## src/rtl/overlay_frame_scheduler_if.sv

```systemverilog
// Requester bus for the overlay frame scheduler.
// Two character-write requesters share this interface:
//   a_*  host/UART requester
//   b_*  classifier-result requester
// Each requester has valid/addr/char as outputs and ready as an input.
// master: the requester side; slave: the scheduler side.
interface overlay_frame_scheduler_if #(
    parameter int ADDR_W = 7
);
    logic              a_valid;
    logic              a_ready;
    logic [ADDR_W-1:0] a_addr;
    logic [7:0]        a_char;
    logic              b_valid;
    logic              b_ready;
    logic [ADDR_W-1:0] b_addr;
    logic [7:0]        b_char;

    modport master (
        output a_valid, a_addr, a_char, b_valid, b_addr, b_char,
        input  a_ready, b_ready
    );

    modport slave (
        input  a_valid, a_addr, a_char, b_valid, b_addr, b_char,
        output a_ready, b_ready
    );
endinterface

```

## src/rtl/overlay_frame_scheduler.sv

```systemverilog
// Overlay frame scheduler: sole writer of the compositor text RAM and its
// image/text enables. Two requesters are round-robin arbitrated into a
// small write queue that is committed to the text RAM only during vertical
// blanking. Enables are shadowed and switch only at frame boundaries.
// Ports:
//   pixel_clk, rst          clock, synchronous active-high reset
//   y_coord                 current raster line
//   req (slave)             requester A/B valid/ready/addr/char
//   cfg_valid, cfg_enable_* strobe + pending enable values
//   txt_we/waddr/wdata      registered text RAM write port
//   enable_image/text       frame-aligned enables
//   frame_start             one-cycle pulse after blanking begins
//   err_count               saturating count of dropped out-of-range writes
//   fifo_level              queue occupancy
module overlay_frame_scheduler #(
    parameter int TEXT_DEPTH = 80,
    parameter int FIFO_DEPTH = 8,
    parameter int V_ACTIVE   = 720,
    parameter int ADDR_W     = 7,
    localparam int PW        = $clog2(FIFO_DEPTH),
    localparam int LW        = $clog2(FIFO_DEPTH) + 1
) (
    input  logic                     pixel_clk,
    input  logic                     rst,
    input  logic [9:0]               y_coord,
    overlay_frame_scheduler_if.slave req,
    input  logic                     cfg_valid,
    input  logic                     cfg_enable_image,
    input  logic                     cfg_enable_text,
    output logic                     txt_we,
    output logic [ADDR_W-1:0]        txt_waddr,
    output logic [7:0]               txt_wdata,
    output logic                     enable_image,
    output logic                     enable_text,
    output logic                     frame_start,
    output logic [7:0]               err_count,
    output logic [LW-1:0]            fifo_level
);
    typedef struct packed {
        logic [ADDR_W-1:0] addr;
        logic [7:0]        ch;
    } entry_t;

    typedef enum logic {IDLE, DRAIN} state_t;

    localparam logic [ADDR_W-1:0] TEXT_LIMIT = ADDR_W'(TEXT_DEPTH);
    localparam logic [9:0]        VB_LINE    = 10'(V_ACTIVE);
    localparam logic [LW-1:0]     FULL_LVL   = LW'(FIFO_DEPTH);

    state_t  state, state_nxt;
    entry_t  mem [FIFO_DEPTH];
    entry_t  in_entry, out_entry;
    logic [PW-1:0] wr_ptr, rd_ptr;
    logic    vb, vb_q, vb_rise;
    logic    full, empty, push, pop, accept;
    logic    a_rdy, b_rdy;
    logic    prefer_b;  // set when A won the last acceptance
    logic    pend_image, pend_text;

    assign vb      = (y_coord >= VB_LINE);
    assign vb_rise = vb & ~vb_q;
    assign full    = (fifo_level == FULL_LVL);
    assign empty   = (fifo_level == '0);

    // Ready depends only on the level at the start of the cycle, so a full
    // queue stays closed even in the cycle it pops.
    always_comb begin
        a_rdy = 1'b0;
        b_rdy = 1'b0;
        if (!rst && !full) begin
            if (req.a_valid && (!req.b_valid || !prefer_b))
                a_rdy = 1'b1;
            else if (req.b_valid)
                b_rdy = 1'b1;
        end
    end

    assign req.a_ready = a_rdy;
    assign req.b_ready = b_rdy;

    assign accept   = (req.a_valid & a_rdy) | (req.b_valid & b_rdy);
    assign in_entry = b_rdy ? entry_t'{req.b_addr, req.b_char}
                            : entry_t'{req.a_addr, req.a_char};
    // Out-of-range requests are still accepted so they never stall a requester.
    assign push      = accept & (in_entry.addr < TEXT_LIMIT);
    assign pop       = (state == DRAIN) & vb & ~empty;
    assign out_entry = mem[rd_ptr];

    always_comb begin
        state_nxt = state;
        case (state)
            IDLE:    if (vb_rise && !empty) state_nxt = DRAIN;
            DRAIN:   if (!vb || empty)      state_nxt = IDLE;
            default: state_nxt = IDLE;
        endcase
    end

    always_ff @(posedge pixel_clk) begin
        if (rst) state <= IDLE;
        else     state <= state_nxt;
    end

    always_ff @(posedge pixel_clk) begin
        if (push) mem[wr_ptr] <= in_entry;
    end

    always_ff @(posedge pixel_clk) begin
        if (rst) begin
            vb_q         <= 1'b0;
            frame_start  <= 1'b0;
            prefer_b     <= 1'b0;
            wr_ptr       <= '0;
            rd_ptr       <= '0;
            fifo_level   <= '0;
            err_count    <= '0;
            txt_we       <= 1'b0;
            txt_waddr    <= '0;
            txt_wdata    <= '0;
            pend_image   <= 1'b0;
            pend_text    <= 1'b0;
            enable_image <= 1'b0;
            enable_text  <= 1'b0;
        end else begin
            vb_q        <= vb;
            frame_start <= vb_rise;

            if (accept) prefer_b <= a_rdy;
            if (accept && !push && err_count != 8'hFF)
                err_count <= err_count + 8'd1;

            if (push) wr_ptr <= wr_ptr + PW'(1);
            if (pop)  rd_ptr <= rd_ptr + PW'(1);
            case ({push, pop})
                2'b10:   fifo_level <= fifo_level + LW'(1);
                2'b01:   fifo_level <= fifo_level - LW'(1);
                default: fifo_level <= fifo_level;
            endcase

            // Non-ASCII codes are replaced by '?' so the font ROM never
            // sees an index outside its table.
            txt_we <= pop;
            if (pop) begin
                txt_waddr <= out_entry.addr;
                txt_wdata <= out_entry.ch[7] ? 8'h3F : out_entry.ch;
            end

            // Enables load from the old pending values, so a strobe in the
            // vb_rise cycle lands one frame later.
            if (cfg_valid) begin
                pend_image <= cfg_enable_image;
                pend_text  <= cfg_enable_text;
            end
            if (vb_rise) begin
                enable_image <= pend_image;
                enable_text  <= pend_text;
            end
        end
    end
endmodule

```

## src/flat_wrapper.sv

```systemverilog
// flat-port wrapper written by rule: the top's interface ports become plain ports
module overlay_frame_scheduler_flat 
#(
    parameter int TEXT_DEPTH = 80,
    parameter int FIFO_DEPTH = 8,
    parameter int V_ACTIVE   = 720,
    parameter int ADDR_W     = 7,
    localparam int PW        = $clog2(FIFO_DEPTH),
    localparam int LW        = $clog2(FIFO_DEPTH) + 1
)
  (pixel_clk, rst, y_coord, cfg_valid, cfg_enable_image, cfg_enable_text, txt_we, txt_waddr, txt_wdata, enable_image, enable_text, frame_start, err_count, fifo_level, req_a_valid, req_a_addr, req_a_char, req_b_valid, req_b_addr, req_b_char, req_a_ready, req_b_ready);
  overlay_frame_scheduler_if #(.ADDR_W(ADDR_W)) req_i ();
  input  logic pixel_clk;
  input  logic rst;
  input  logic [9:0] y_coord;
  input  logic cfg_valid;
  input  logic cfg_enable_image;
  input  logic cfg_enable_text;
  output logic txt_we;
  output logic [ADDR_W-1:0] txt_waddr;
  output logic [7:0] txt_wdata;
  output logic enable_image;
  output logic enable_text;
  output logic frame_start;
  output logic [7:0] err_count;
  output logic [LW-1:0] fifo_level;
  input wire logic [$bits(req_i.a_valid)-1:0] req_a_valid;
  input wire logic [$bits(req_i.a_addr)-1:0] req_a_addr;
  input wire logic [$bits(req_i.a_char)-1:0] req_a_char;
  input wire logic [$bits(req_i.b_valid)-1:0] req_b_valid;
  input wire logic [$bits(req_i.b_addr)-1:0] req_b_addr;
  input wire logic [$bits(req_i.b_char)-1:0] req_b_char;
  output wire logic [$bits(req_i.a_ready)-1:0] req_a_ready;
  output wire logic [$bits(req_i.b_ready)-1:0] req_b_ready;
  assign req_i.a_valid = req_a_valid;
  assign req_i.a_addr = req_a_addr;
  assign req_i.a_char = req_a_char;
  assign req_i.b_valid = req_b_valid;
  assign req_i.b_addr = req_b_addr;
  assign req_i.b_char = req_b_char;
  assign req_a_ready = req_i.a_ready;
  assign req_b_ready = req_i.b_ready;
  overlay_frame_scheduler #(.TEXT_DEPTH(TEXT_DEPTH), .FIFO_DEPTH(FIFO_DEPTH), .V_ACTIVE(V_ACTIVE), .ADDR_W(ADDR_W)) u_core (.pixel_clk(pixel_clk), .rst(rst), .y_coord(y_coord), .req(req_i), .cfg_valid(cfg_valid), .cfg_enable_image(cfg_enable_image), .cfg_enable_text(cfg_enable_text), .txt_we(txt_we), .txt_waddr(txt_waddr), .txt_wdata(txt_wdata), .enable_image(enable_image), .enable_text(enable_text), .frame_start(frame_start), .err_count(err_count), .fifo_level(fifo_level));
endmodule
```

## config.mk

```make
export PLATFORM = sky130hd
export DESIGN_NAME = overlay_frame_scheduler_flat
export DESIGN_NICKNAME = d
export VERILOG_FILES = /design/src/rtl/overlay_frame_scheduler_if.sv /design/src/rtl/overlay_frame_scheduler.sv /design/src/flat_wrapper.sv
export SDC_FILE = /design/constraint.sdc
export NUM_CORES = 1
export LEC_CHECK = 0
export ABC_AREA = 1
export CORE_ASPECT_RATIO = 1.4
export CORE_UTILIZATION = 60
export DETAILED_ROUTE_END_ITERATION = 16
export PLACE_DENSITY = 0.85
export SLEW_MARGIN = 20
export SYNTH_ARGS = -nofsm -noshare
export SYNTH_HDL_FRONTEND = slang
export SYNTH_SLANG_ARGS = --single-unit
```

## constraint.sdc

```tcl
create_clock -name pixel_clk -period 3.7 [get_ports pixel_clk]
set_input_delay 0.37 -clock pixel_clk [delete_from_list [all_inputs] [get_ports pixel_clk]]
set_output_delay 0.37 -clock pixel_clk [all_outputs]
set_load 0.02 [all_outputs]
```

==> results of run 1 <==
worst max-delay path, cell delays in order:
cell and delay, ns:
sky130_fd_sc_hd__clkdlybuf4s50_1 0.49, sky130_fd_sc_hd__a21boi_2 0.26, sky130_fd_sc_hd__nand3_4 0.30, sky130_fd_sc_hd__nand2_2 0.16
sky130_fd_sc_hd__nand2_2 0.09, sky130_fd_sc_hd__nand2_4 0.15, sky130_fd_sc_hd__nand2_4 0.10, sky130_fd_sc_hd__nand2_4 0.10
sky130_fd_sc_hd__ha_1 0.28, sky130_fd_sc_hd__xor2_1 0.33, sky130_fd_sc_hd__ha_1 0.23, sky130_fd_sc_hd__a21oi_1 0.07
sky130_fd_sc_hd__xnor2_1 0.15, sky130_fd_sc_hd__o21ai_0 0.16, sky130_fd_sc_hd__inv_1 0.05
routing by layer:
layer	global-route usage	wire (microns)	vias up	part of all wire
li1	-	-	2346	-
met1	0.327	5960	2472	0.37
met2	0.520	8580	276	0.53
met3	0.0558	1170	48	0.072
met4	0.156	608	0	0.037
met5	0	0	-	0
cell usage after synthesis (all sizes together):
library cell    n  area, sq um
clkbuf         16         60.1
buf            17          101
o22ai          21          131
a21oi          46          241
ha              6         75.1
or2             1         6.26
o221ai          7         61.3
a21boi          2         18.8
nor2           82          318
conb            1         3.75
inv            36          138
o31ai           1         7.51
dfxtp          44          881
nand4          13         81.3
o21ai          87          435
nand2          86          373
xor2            9         78.8
xnor2           1         8.76
nand3          17          120
edfxtp        120         3600
o211a           1         10.0
nand3b          1         7.51
nor3            2         10.0
o211ai          1         7.51
registers in the layout (all words and copies together) (netlist names), named ones only:
signal and flops:
u_core.mem 120, u_core.err_count 8, u_core.txt_waddr 7, u_core.txt_wdata 7
u_core.fifo_level 4, u_core.rd_ptr 3, u_core.wr_ptr 3, u_core.enable_image 1
u_core.enable_text 1, u_core.frame_start 1, u_core.pend_image 1, u_core.pend_text 1
u_core.prefer_b 1, u_core.state 1, u_core.txt_we 1, u_core.vb_q 1
power by group:
group | internal, uW | total, uW | switching [uW]
registers | 2020 | 2040 | 18.7
logic | 108 | 281 | 173
clock network | 971 | 1650 | 679
total | 3100 | 3970 | 871
per-stage QoR:
step                std cells   util  total power (uW)  hold WS, ns  setup WS, ns
floorplan                 618      -              2230        0.403          1.29
global placement          820  0.704              2340        0.419         0.593
detailed placement        820  0.704              2350        0.433         0.430
CTS                       852  0.755              3980        0.443         0.775
global route              852  0.755              4080        0.463         0.504
finish                    852  0.755              3970        0.447         0.717
how the worst max path moves through the flow:
stage	depth (start not counted)	slack, ns	endpoint	startpoint
6_report	15	0.72	u_core.fifo_level[2]	req_b_valid
5_1_grt	15	0.50	u_core.fifo_level[2]	req_b_valid
4_1_cts	14	0.77	u_core.fifo_level[2]	req_b_valid
3_5_place_dp	14	0.43	u_core.fifo_level[2]	req_b_valid
3_3_place_gp	14	0.59	u_core.fifo_level[2]	req_b_valid
2_1_floorplan	10	1.29	u_core.mem[0][0]	u_core.fifo_level[3]
kinds of logic after synthesis:
family                   after synthesis
AND/OR/NAND/NOR                      202
AO/OA/AOI/OAI                        166
flip-flops                           164
buffers and inverters                 69
XOR/XNOR                              10
adder cells (fa/ha/maj)                6
other                                  1
area by class of cell:
type	instances	area, sq um	share of cell area
Sequential cell	164	4480	0.544
Multi-Input combinational cell	385	2000	0.242
Timing Repair Buffer	94	891	0.108
Clock buffer	24	515	0.0625
Tap cell	141	176	0.0214
Inverter	36	138	0.0167
Clock inverter	8	43.8	0.00531
==> metrics.log, run 1 <==
[metrics] #FFs+latches synth: between 150 and 200
[metrics] worst setup slack for register-to-register paths: 0.72 ns
[metrics] net total in the final layout: between 700 and 800
[metrics] Cell Area, Synth: roughly 0.0068 sq mm
[metrics] Detailed Routing Iterations Pass 1: 7
[metrics] endpoint of the worst hold-timing path: u_core.frame_start
[metrics] Hold Path Cell Cnt: 1
[metrics] I/O pins: 80
[metrics] remaining design rule violation count: 0
[metrics] number of inserted filler cells in the final layout: 696
[metrics] starting DRC count in detailed routing: 554
[metrics] Post-Synthesis Net Count: 671
[metrics] RePlAce Congestion: 0.792
[metrics] overall fraction of global-route tracks in use: 0.291
[metrics] Synth cell types: 37
[metrics] PwrDens: roughly 480 mW/mm^2
[metrics] floorplan core area: 0.0109 sq mm
[metrics] synthesized-area fraction occupied by ao, oa, aoi and oai cells: 0.135
[metrics] Setup Fix Bufs, Post-CTS: 0
[metrics] register clock-pin slew on the reported worst setup and hold paths: 0.06 ns
[metrics] clock latency of the later-clocked register in the worst-skew pair: 0.42 ns
[metrics] fraction of final layout cells sized beyond drive strength 1: 0.103
[metrics] layout overhead on the synthesized area: 21.6%
[metrics] detailed-route vias per instance: 6.04
[metrics] final hold violation count: 0
[metrics] antenna diode instance count: 0
[metrics] Fin Clk Skew: 0.00942 ns
[metrics] average wire per standard cell: ~19 microns
[metrics] slew at the pin closest to its max-slew limit: 0.724 ns
[metrics] post-route fraction of the period consumed by the critical path: 0.806
[metrics] total wirelength of the detailed-routed design: between 15000 and 20000 microns
[metrics] CTS H-tree lvls: 4
[metrics] dominant combinational cell family by area after synthesis: simple AND/OR/NAND/NOR gates
[metrics] number of placement rows: 45
[metrics] VDD IR max: 0.402 mV
[metrics] basic-gate share of the synthesized area counting and, or, nand and nor cells: 0.135
[metrics] number of antenna violations at the first check in global routing: 0
[metrics] Worst Setup Path Type: in2reg
[metrics] share of synthesized cell area in full adder, half adder and majority cells: 0.0111
[metrics] GRT Residual Overflow: 0
[metrics] post-cts repair resize count: 0
[metrics] vias in the first global route: 5133
[metrics] number of max-cap violations: 0
[metrics] xor-xnor portion of the synthesized cell area: 0.0129
[metrics] final antenna-violating net count: 0
[metrics] most common cell after layout, fill and taps aside: sky130_fd_sc_hd__edfxtp_1
[metrics] Min-Delay Path Class: reg2reg
[metrics] origin of the worst min-delay path: u_core.vb_q
[metrics] RSZ-0062 raised after global routing: no
[metrics] root cell of the clock tree: sky130_fd_sc_hd__clkbuf_16
[metrics] count of synthesis-stage warnings from yosys: 0
[metrics] Slew headroom: 0.517
[metrics] standard cell area after detailed placement: 0.00768 sq mm
[metrics] buffer levels on the longest clock path: 2
[metrics] largest net degree at the start of global routing: approximately 60
[metrics] Num CTS Buffers: 17
[metrics] register area share after synthesis: 0.661
[metrics] peak clock frequency supported by timing: 335 MHz
[metrics] post-synthesis average cell area: 11.0 sq um
[metrics] multiplexer area fraction after synthesis: 0
[metrics] gate count of the mapped netlist: 618
[metrics] vertical die dimension: 128 microns
[metrics] CTS sink cnt: 164
[metrics] clock tree from TritonCTS: built
[metrics] source of the worst register-to-register timing path: u_core.fifo_level[1]
[metrics] Finish-stage setup viols: 0
[metrics] Detail Placement HPWL: 10100 microns
[metrics] number of max-slew violations in the final report: 0
[metrics] final design instance area without fill: 0.00824 sq mm
[metrics] most used cells in the layout excluding fill and tap cells: sky130_fd_sc_hd__edfxtp_1, sky130_fd_sc_hd__o21ai_0, sky130_fd_sc_hd__nor2_1
[metrics] Final Critical Period: 2.98 ns
[metrics] worst-case reg-to-reg path depth: 15
[metrics] terminus of the critical flop-to-flop path: u_core.fifo_level[2]
[metrics] type of element capturing the critical path: flip-flop
[metrics] maximum fanout encountered on the critical timing path: 16
[metrics] port bufs: 74
[metrics] result of the run: completed
[metrics] Total Negative Setup Slacks: 0 ns
[metrics] initial core utilization: 0.621
[metrics] Chip Width: 91.8 microns
[metrics] static leakage power: 0.00303 uW
[metrics] die footprint: 0.0117 sq mm
[metrics] Critical Path RT: 4.02 ns
[metrics] vias post-DR: approximately 5100
[metrics] post-cts hold buffer count: 0
[metrics] global-route wire length before repair: 25400 microns
[metrics] arrival time reported for the critical path endpoint: 3.30 ns
[metrics] launching element type of the critical path: primary input
Note: power is estimated with default switching activity, not from simulation.
==> run 2: changes to the inputs <==
--- a/config.mk
+++ b/config.mk
@@ -7,9 +7,9 @@
 export LEC_CHECK = 0
 export ABC_AREA = 1
 export CORE_ASPECT_RATIO = 1.4
-export CORE_UTILIZATION = 60
+export CORE_UTILIZATION = 56
 export DETAILED_ROUTE_END_ITERATION = 16
-export PLACE_DENSITY = 0.85
+export PLACE_DENSITY = 0.8
 export SLEW_MARGIN = 20
 export SYNTH_ARGS = -nofsm -noshare
 export SYNTH_HDL_FRONTEND = slang
==> constraint.sdc (replaced) <==
create_clock -name pixel_clk -period 3.1 [get_ports pixel_clk]
set_input_delay 0.31 -clock pixel_clk [delete_from_list [all_inputs] [get_ports pixel_clk]]
set_output_delay 0.31 -clock pixel_clk [all_outputs]
set_load 0.02 [all_outputs]
==> metrics.log, run 2 (synthesis results as in run 1) <==
[metrics] vias post-DR: 4960 (-3.5%)
[metrics] clock tree from TritonCTS: built
[metrics] post-cts hold buffer count: 0 (unchanged)
[metrics] type of element capturing the critical path: output port
[metrics] most common cell after layout, fill and taps aside: sky130_fd_sc_hd__edfxtp_1
[metrics] I/O pins: 80 (unchanged)
[metrics] worst stage delay on the critical path: 0.66 ns (+0.17 ns)
[metrics] number of inserted filler cells in the final layout: 775 (+11%)
[metrics] global-route wire length before repair: 25000 microns (-1.8%)
[metrics] number of non-filler instances in the completed layout: 861 (+1.1%)
[metrics] Num CTS Buffers: 17 (unchanged)
[metrics] arrival time reported for the critical path endpoint: 2.29 ns (-1.01 ns)
[metrics] slew at the pin closest to its max-slew limit: 0.940 ns (+0.216 ns)
[metrics] max FFs per register: 120 (unchanged)
[metrics] remaining design rule violation count: 0 (unchanged)
[metrics] Chip Width: 95.0 microns (+3.4%)
[metrics] RePlAce Congestion: 0.807 (+1.9%)
[metrics] VDD IR max: 0.554 mV (+38%)
[metrics] most used cells in the layout excluding fill and tap cells: sky130_fd_sc_hd__edfxtp_1, sky130_fd_sc_hd__o21ai_0, sky130_fd_sc_hd__nor2_1
[metrics] final hold violation count: 0 (unchanged)
[metrics] Detail Placement HPWL: 10000 microns (-1.0%)
[metrics] antenna diode instance count: 0 (unchanged)
[metrics] post-cts repair resize count: 0 (unchanged)
[metrics] peak clock frequency supported by timing: 384 MHz
[metrics] number of placement rows: 47 (+4.4%)
[metrics] floorplan core area: 0.0118 sq mm (+8.2%)
[metrics] starting DRC count in detailed routing: 344 (-38%)
[metrics] launching element type of the critical path: primary input
[metrics] RSZ-0062 raised after global routing: no
[metrics] largest net degree at the start of global routing: 61 (unchanged)
[metrics] layout overhead on the synthesized area: 23.4%
[metrics] maximum fanout encountered on the critical timing path: 14 (-2)
[metrics] number of max-cap violations: 0 (unchanged)
[metrics] register clock-pin slew on the reported worst setup and hold paths: 0.06 ns (about the same)
[metrics] cell class contributing the biggest share of worst-path delay: buffers and inverters
[metrics] static leakage power: 0.00308 uW (+1.6%)
[metrics] Slew headroom: 0.373 (-0.144)
[metrics] Finish-stage setup viols: 0 (unchanged)
[metrics] Detailed Routing Iterations Pass 1: 5 (-2)
[metrics] registers with the highest flip-flop counts: u_core.mem: 120 flops, u_core.err_count: 8 flops
[metrics] Setup Fix Bufs, Post-CTS: 0 (unchanged)
[metrics] vias in the first global route: 5085 (-0.94%)
[metrics] Fin Clk Skew: 0.00872 ns (-0.000701 ns)
[metrics] Final Critical Period: 2.60 ns
[metrics] cells along the critical path: clkdlybuf4s50_1, a21boi_2, nand3_4, inv_4, buf_4, clkdlybuf4s50_1
[metrics] number of max-slew violations in the final report: 0 (unchanged)
[metrics] result of the run: completed
[metrics] initial core utilization: 0.574 (-0.0471)
[metrics] port bufs: 74 (unchanged)
[metrics] CTS sink cnt: 164 (unchanged)
[metrics] Placed Instances: 829 (+1.1%)
[metrics] CTS H-tree lvls: 4 (unchanged)
[metrics] Total Negative Setup Slacks: 0 ns (unchanged)
[metrics] largest register by flop count: u_core.mem
[metrics] vertical die dimension: 132 microns (+3.5%)
[metrics] overall fraction of global-route tracks in use: 0.271 (-0.0196)
[metrics] net total in the final layout: 754 (+0.40%)
[metrics] Crit path buffers/inverters: 4 (+2)
[metrics] die footprint: 0.0126 sq mm (+7.0%)
[metrics] clock latency of the later-clocked register in the worst-skew pair: 0.42 ns (about the same)
[metrics] buffer levels on the longest clock path: 2 (unchanged)
[metrics] Critical Path RT: 2.79 ns (-1.23 ns)
[metrics] slowest stage cell on the critical path: sky130_fd_sc_hd__clkdlybuf4s50_1
[metrics] Worst Setup Path Type: in2out
[metrics] fraction of final layout cells sized beyond drive strength 1: 0.108 (+0.00517)
[metrics] final antenna-violating net count: 0 (unchanged)
[metrics] detailed-route vias per instance: 5.76 (-4.5%)
[metrics] average wire per standard cell: 18.4 microns (-3.9%)
[metrics] number of antenna violations at the first check in global routing: 0 (unchanged)
[metrics] GRT Residual Overflow: 0 (unchanged)
[metrics] most used cell along the critical path: sky130_fd_sc_hd__clkdlybuf4s50_1
[metrics] post-route fraction of the period consumed by the critical path: 0.839
[metrics] Min-Delay Path Class: reg2reg
[metrics] PwrDens: 593 mW/mm^2 (+23%)
[metrics] root cell of the clock tree: sky130_fd_sc_hd__clkbuf_16
[metrics] total wirelength of the detailed-routed design: 15900 microns (-2.9%)
-- run 2: final timing paths --
path                   startpoint                   end  slack (ns)  cells after the start
max                   req_b_valid           req_b_ready        0.50                      6
max reg2reg  u_core.fifo_level[3]  u_core.fifo_level[2]        0.55                     15
min                   u_core.vb_q    u_core.frame_start        0.44                      1
min reg2reg           u_core.vb_q    u_core.frame_start        0.44                      1
-- run 2: cell type report --
type	count	area, sq um	share of cell area
flip-flops and latches	164	4480	0.536
multi-input cells	385	2000	0.239
repair buffers	97	913	0.109
clock buffers	26	608	0.0727
well taps	147	184	0.0220
inverters	36	138	0.0165
clock inverters	6	42.5	0.00509
-- run 2: metal layers --
metal	up-vias	GRT usage	wire length, microns	share of wire
li1	2358	-	-	-
met1	2372	0.308	5820	0.37
met2	186	0.468	8630	0.54
met3	44	0.0652	849	0.054
met4	0	0.131	547	0.035
met5	-	0	0	0
-- run 2: power breakdown --
part | switching (uW) | internal, uW | total (uW) | leakage, uW
Combinational | 201 | 132 | 333 | 0.00131
Sequential | 21.5 | 2410 | 2430 | 0.00144
Clock | 828 | 1360 | 2190 | 0.000324
Total | 1050 | 3910 | 4960 | 0.00308
-- run 2: stage by stage --
stage	hold WS, ns	setup slack, ns	total power (uW)	instance area, sq um	util
2_1_floorplan	0.403	0.693	2660	6780	-
3_3_place_gp	0.420	0.232	2790	7710	0.653
3_5_place_dp	0.428	0.0884	2810	7710	0.653
4_1_cts	0.437	0.480	4980	8370	0.708
5_1_grt	0.480	0.275	5100	8370	0.708
6_report	0.440	0.498	4960	8370	0.708
==> run 3: changes to the inputs <==
--- a/config.mk
+++ b/config.mk
@@ -7,9 +7,9 @@
 export LEC_CHECK = 0
 export ABC_AREA = 1
 export CORE_ASPECT_RATIO = 1.4
-export CORE_UTILIZATION = 56
+export CORE_UTILIZATION = 50
 export DETAILED_ROUTE_END_ITERATION = 16
-export PLACE_DENSITY = 0.8
+export PLACE_DENSITY = 0.75
 export SLEW_MARGIN = 20
 export SYNTH_ARGS = -nofsm -noshare
 export SYNTH_HDL_FRONTEND = slang
==> constraint.sdc (replaced) <==
create_clock -name pixel_clk -period 2.1 [get_ports pixel_clk]
set_input_delay 0.21 -clock pixel_clk [delete_from_list [all_inputs] [get_ports pixel_clk]]
set_output_delay 0.21 -clock pixel_clk [all_outputs]
set_load 0.02 [all_outputs]
==> metrics.log, run 3 (synthesis results as in run 1) <==
[metrics] peak clock frequency supported by timing: 475 MHz
[metrics] sw frac: 0.222 (+0.0100)
[metrics] RSZ-0062 raised after global routing: yes
[metrics] arrival time reported for the critical path endpoint: 2.41 ns (+0.12 ns)
[metrics] Detailed Routing Iterations Pass 1: 5 (unchanged)
[metrics] Num CTS Buffers: 17 (unchanged)
[metrics] initial core utilization: 0.509 (-0.0648)
[metrics] max FFs per register: 120 (unchanged)
[metrics] maximum fanout encountered on the critical timing path: 5 (-9)
[metrics] clock tree from TritonCTS: built
[metrics] Setup Slack @ Placement: -0.415 ns (-0.504 ns)
[metrics] registers with the highest flip-flop counts: u_core.mem: 120 flops, u_core.err_count: 8 flops
[metrics] floorplan core area: 0.0133 sq mm (+13%)
[metrics] average wire per standard cell: 18.2 microns (-1.3%)
[metrics] PwrDens: 813 mW/mm^2 (+37%)
[metrics] multi-input gate area in the final layout: 0.00209 sq mm (+4.6%)
[metrics] Finish-stage setup viols: 1 (+1)
[metrics] Worst Setup Path Type: reg2reg
[metrics] result of the run: finished with violations
[metrics] VDD IR max: 0.646 mV (+17%)
[metrics] Detail Placement HPWL: 10600 microns (+5.7%)
[metrics] violations in the final reports: setup timing
[metrics] register clock-pin slew on the reported worst setup and hold paths: 0.06 ns (about the same)
[metrics] most used cells in the layout excluding fill and tap cells: sky130_fd_sc_hd__edfxtp_1, sky130_fd_sc_hd__o21ai_0, sky130_fd_sc_hd__nand2_1
[metrics] fraction of final layout cells sized beyond drive strength 1: 0.164 (+0.0566)
[metrics] post-cts hold buffer count: 0 (unchanged)
[metrics] share of power burned in the clock network: 0.411 (-0.031)
[metrics] overall fraction of global-route tracks in use: 0.253 (-0.0174)
[metrics] clock latency of the later-clocked register in the worst-skew pair: 0.42 ns (about the same)
[metrics] most common cell after layout, fill and taps aside: sky130_fd_sc_hd__edfxtp_1
[metrics] die footprint: 0.0140 sq mm (+12%)
[metrics] number of placement rows: 50 (+6.4%)
[metrics] vias post-DR: 5121 (+3.2%)
[metrics] largest net degree at the start of global routing: 61 (unchanged)
[metrics] Total Negative Setup Slacks: -0.00380 ns (-0.00380 ns)
[metrics] CTS H-tree lvls: 4 (unchanged)
[metrics] final antenna-violating net count: 0 (unchanged)
[metrics] total chip power: 7090 uW (+43%)
[metrics] number of inserted filler cells in the final layout: 983 (+27%)
[metrics] total wirelength of the detailed-routed design: 16700 microns (+5.2%)
[metrics] GRT Residual Overflow: 0 (unchanged)
[metrics] static leakage power: 0.00321 uW (+4.3%)
[metrics] root cell of the clock tree: sky130_fd_sc_hd__clkbuf_16
[metrics] starting DRC count in detailed routing: 281 (-18%)
[metrics] Critical Path RT: 2.41 ns (-0.38 ns)
[metrics] I/O pins: 80 (unchanged)
[metrics] final hold violation count: 0 (unchanged)
[metrics] Final Critical Period: 2.10 ns
[metrics] largest register by flop count: u_core.mem
[metrics] standard cell area after detailed placement: 0.00808 sq mm (+4.7%)
[metrics] net total in the final layout: 776 (+2.9%)
[metrics] post-route fraction of the period consumed by the critical path: 1.00
[metrics] type of element capturing the critical path: flip-flop
[metrics] Min-Delay Path Class: in2reg
[metrics] Chip Width: 100 microns (+5.7%)
[metrics] RePlAce Congestion: 0.804 (-0.36%)
[metrics] Setup WS post-layout: -0.00380 ns (-0.502 ns)
[metrics] final design instance area without fill: 0.00872 sq mm (+4.3%)
[metrics] vias in the first global route: 5242 (+3.1%)
[metrics] Fin Clk Skew: 0.00961 ns (+0.000888 ns)
[metrics] Net Switching: 1570 uW (+50%)
[metrics] port bufs: 74 (unchanged)
[metrics] Gate power share: 0.083 (+0.016)
[metrics] number of max-cap violations: 0 (unchanged)
[metrics] global-route wire length before repair: 26200 microns (+5.1%)
[metrics] launching element type of the critical path: flip-flop
[metrics] number of max-slew violations in the final report: 0 (unchanged)
[metrics] buffer levels on the longest clock path: 2 (unchanged)
[metrics] Flop pwr share: 0.506 (+0.015)
[metrics] detailed-route vias per instance: 5.58 (-3.2%)
[metrics] antenna diode instance count: 0 (unchanged)
[metrics] remaining design rule violation count: 0 (unchanged)
[metrics] vertical die dimension: 140 microns (+5.7%)
[metrics] layout overhead on the synthesized area: 28.7%
[metrics] CTS sink cnt: 164 (unchanged)
[metrics] number of antenna violations at the first check in global routing: 0 (unchanged)
[metrics] total internal power: 5520 uW (+41%)
[metrics] Sequential Area: 0.00450 sq mm (+0.25%)
run 3: cell count changes in the layout (fill, tap and decap cells not counted), moves of 3 or more:
cell	delta
sky130_fd_sc_hd__buf_4	+12
sky130_fd_sc_hd__buf_12	+10
sky130_fd_sc_hd__nor2_1	-9
sky130_fd_sc_hd__nor2_2	+7
sky130_fd_sc_hd__dfxtp_1	-5
sky130_fd_sc_hd__clkbuf_16	-4
sky130_fd_sc_hd__dfxtp_2	+3
sky130_fd_sc_hd__ha_1	-3
run 3: layer usage:
layer | global-route usage | wire length (microns)
met1 | 0.274 | 5880
met2 | 0.452 | 9200
met3 | 0.0487 | 899
met4 | 0.152 | 696
met5 | 0 | 0
run 3: worst max-delay path, cell delays in order, from the launching register on:
cell                      delay, ns
sky130_fd_sc_hd__dfxtp_4       0.35
sky130_fd_sc_hd__inv_4         0.04
sky130_fd_sc_hd__nor2_4        0.13
sky130_fd_sc_hd__nand2_4       0.08
sky130_fd_sc_hd__nand3_4       0.12
sky130_fd_sc_hd__nand2_2       0.07
sky130_fd_sc_hd__nand2_2       0.09
sky130_fd_sc_hd__nand2_4       0.07
sky130_fd_sc_hd__nand2_4       0.07
sky130_fd_sc_hd__nand2_4       0.06
sky130_fd_sc_hd__ha_4          0.19
sky130_fd_sc_hd__xor2_4        0.16
sky130_fd_sc_hd__ha_2          0.18
sky130_fd_sc_hd__a21oi_2       0.11
sky130_fd_sc_hd__xnor2_1       0.08
sky130_fd_sc_hd__o21ai_1       0.14
sky130_fd_sc_hd__inv_1         0.06
run 3: cell type report:
type,instances,share of cell area
multi-input cells,385,0.239
clock inverters,9,0.00731
inverters,36,0.0161
repair buffers,119,0.138
clock buffers,23,0.0578
well taps,182,0.0261
flip-flops and latches,164,0.515
run 3: path summary, 6_finish.rpt:
check        cells after the start              endpoint  slack [ns]                 start
min reg2reg                      1    u_core.frame_start        0.43           u_core.vb_q
max                             16  u_core.fifo_level[2]      -0.004  u_core.fifo_level[3]
max reg2reg                     16  u_core.fifo_level[2]      -0.004  u_core.fifo_level[3]
min                              3      u_core.pend_text        0.38       cfg_enable_text
run 3: power by group through the flow:
| stage | registers [uW] | clock network [uW] | logic, uW |
|---|---|---|---|
| 2_1_floorplan | 3680 | 0 | 267 |
| 3_3_place_gp | 3660 | 0 | 531 |
| 3_5_place_dp | 3660 | 0 | 559 |
| 4_1_cts | 3590 | 2940 | 580 |
| 5_1_grt | 3600 | 3070 | 634 |
| 6_report | 3590 | 2920 | 587 |
run 3: repair_timing:
| item | CTS | global route |
|---|---|---|
| pin swaps | 11 | 13 |
| setup endpoints to repair | 4 | 4 |
| gates resized for setup | 6 | 3 |
| setup buffers | 5 | 2 |
run 3: metrics by stage:
stage | util | cells | hold WS [ns]
after CTS | 0.653 | 916 | 0.378
final | 0.655 | 918 | 0.383
after global placement | 0.606 | 879 | 0.421
after floorplan | - | 618 | 0.345
after global routing | 0.655 | 918 | 0.373
after detailed placement | 0.606 | 879 | 0.426
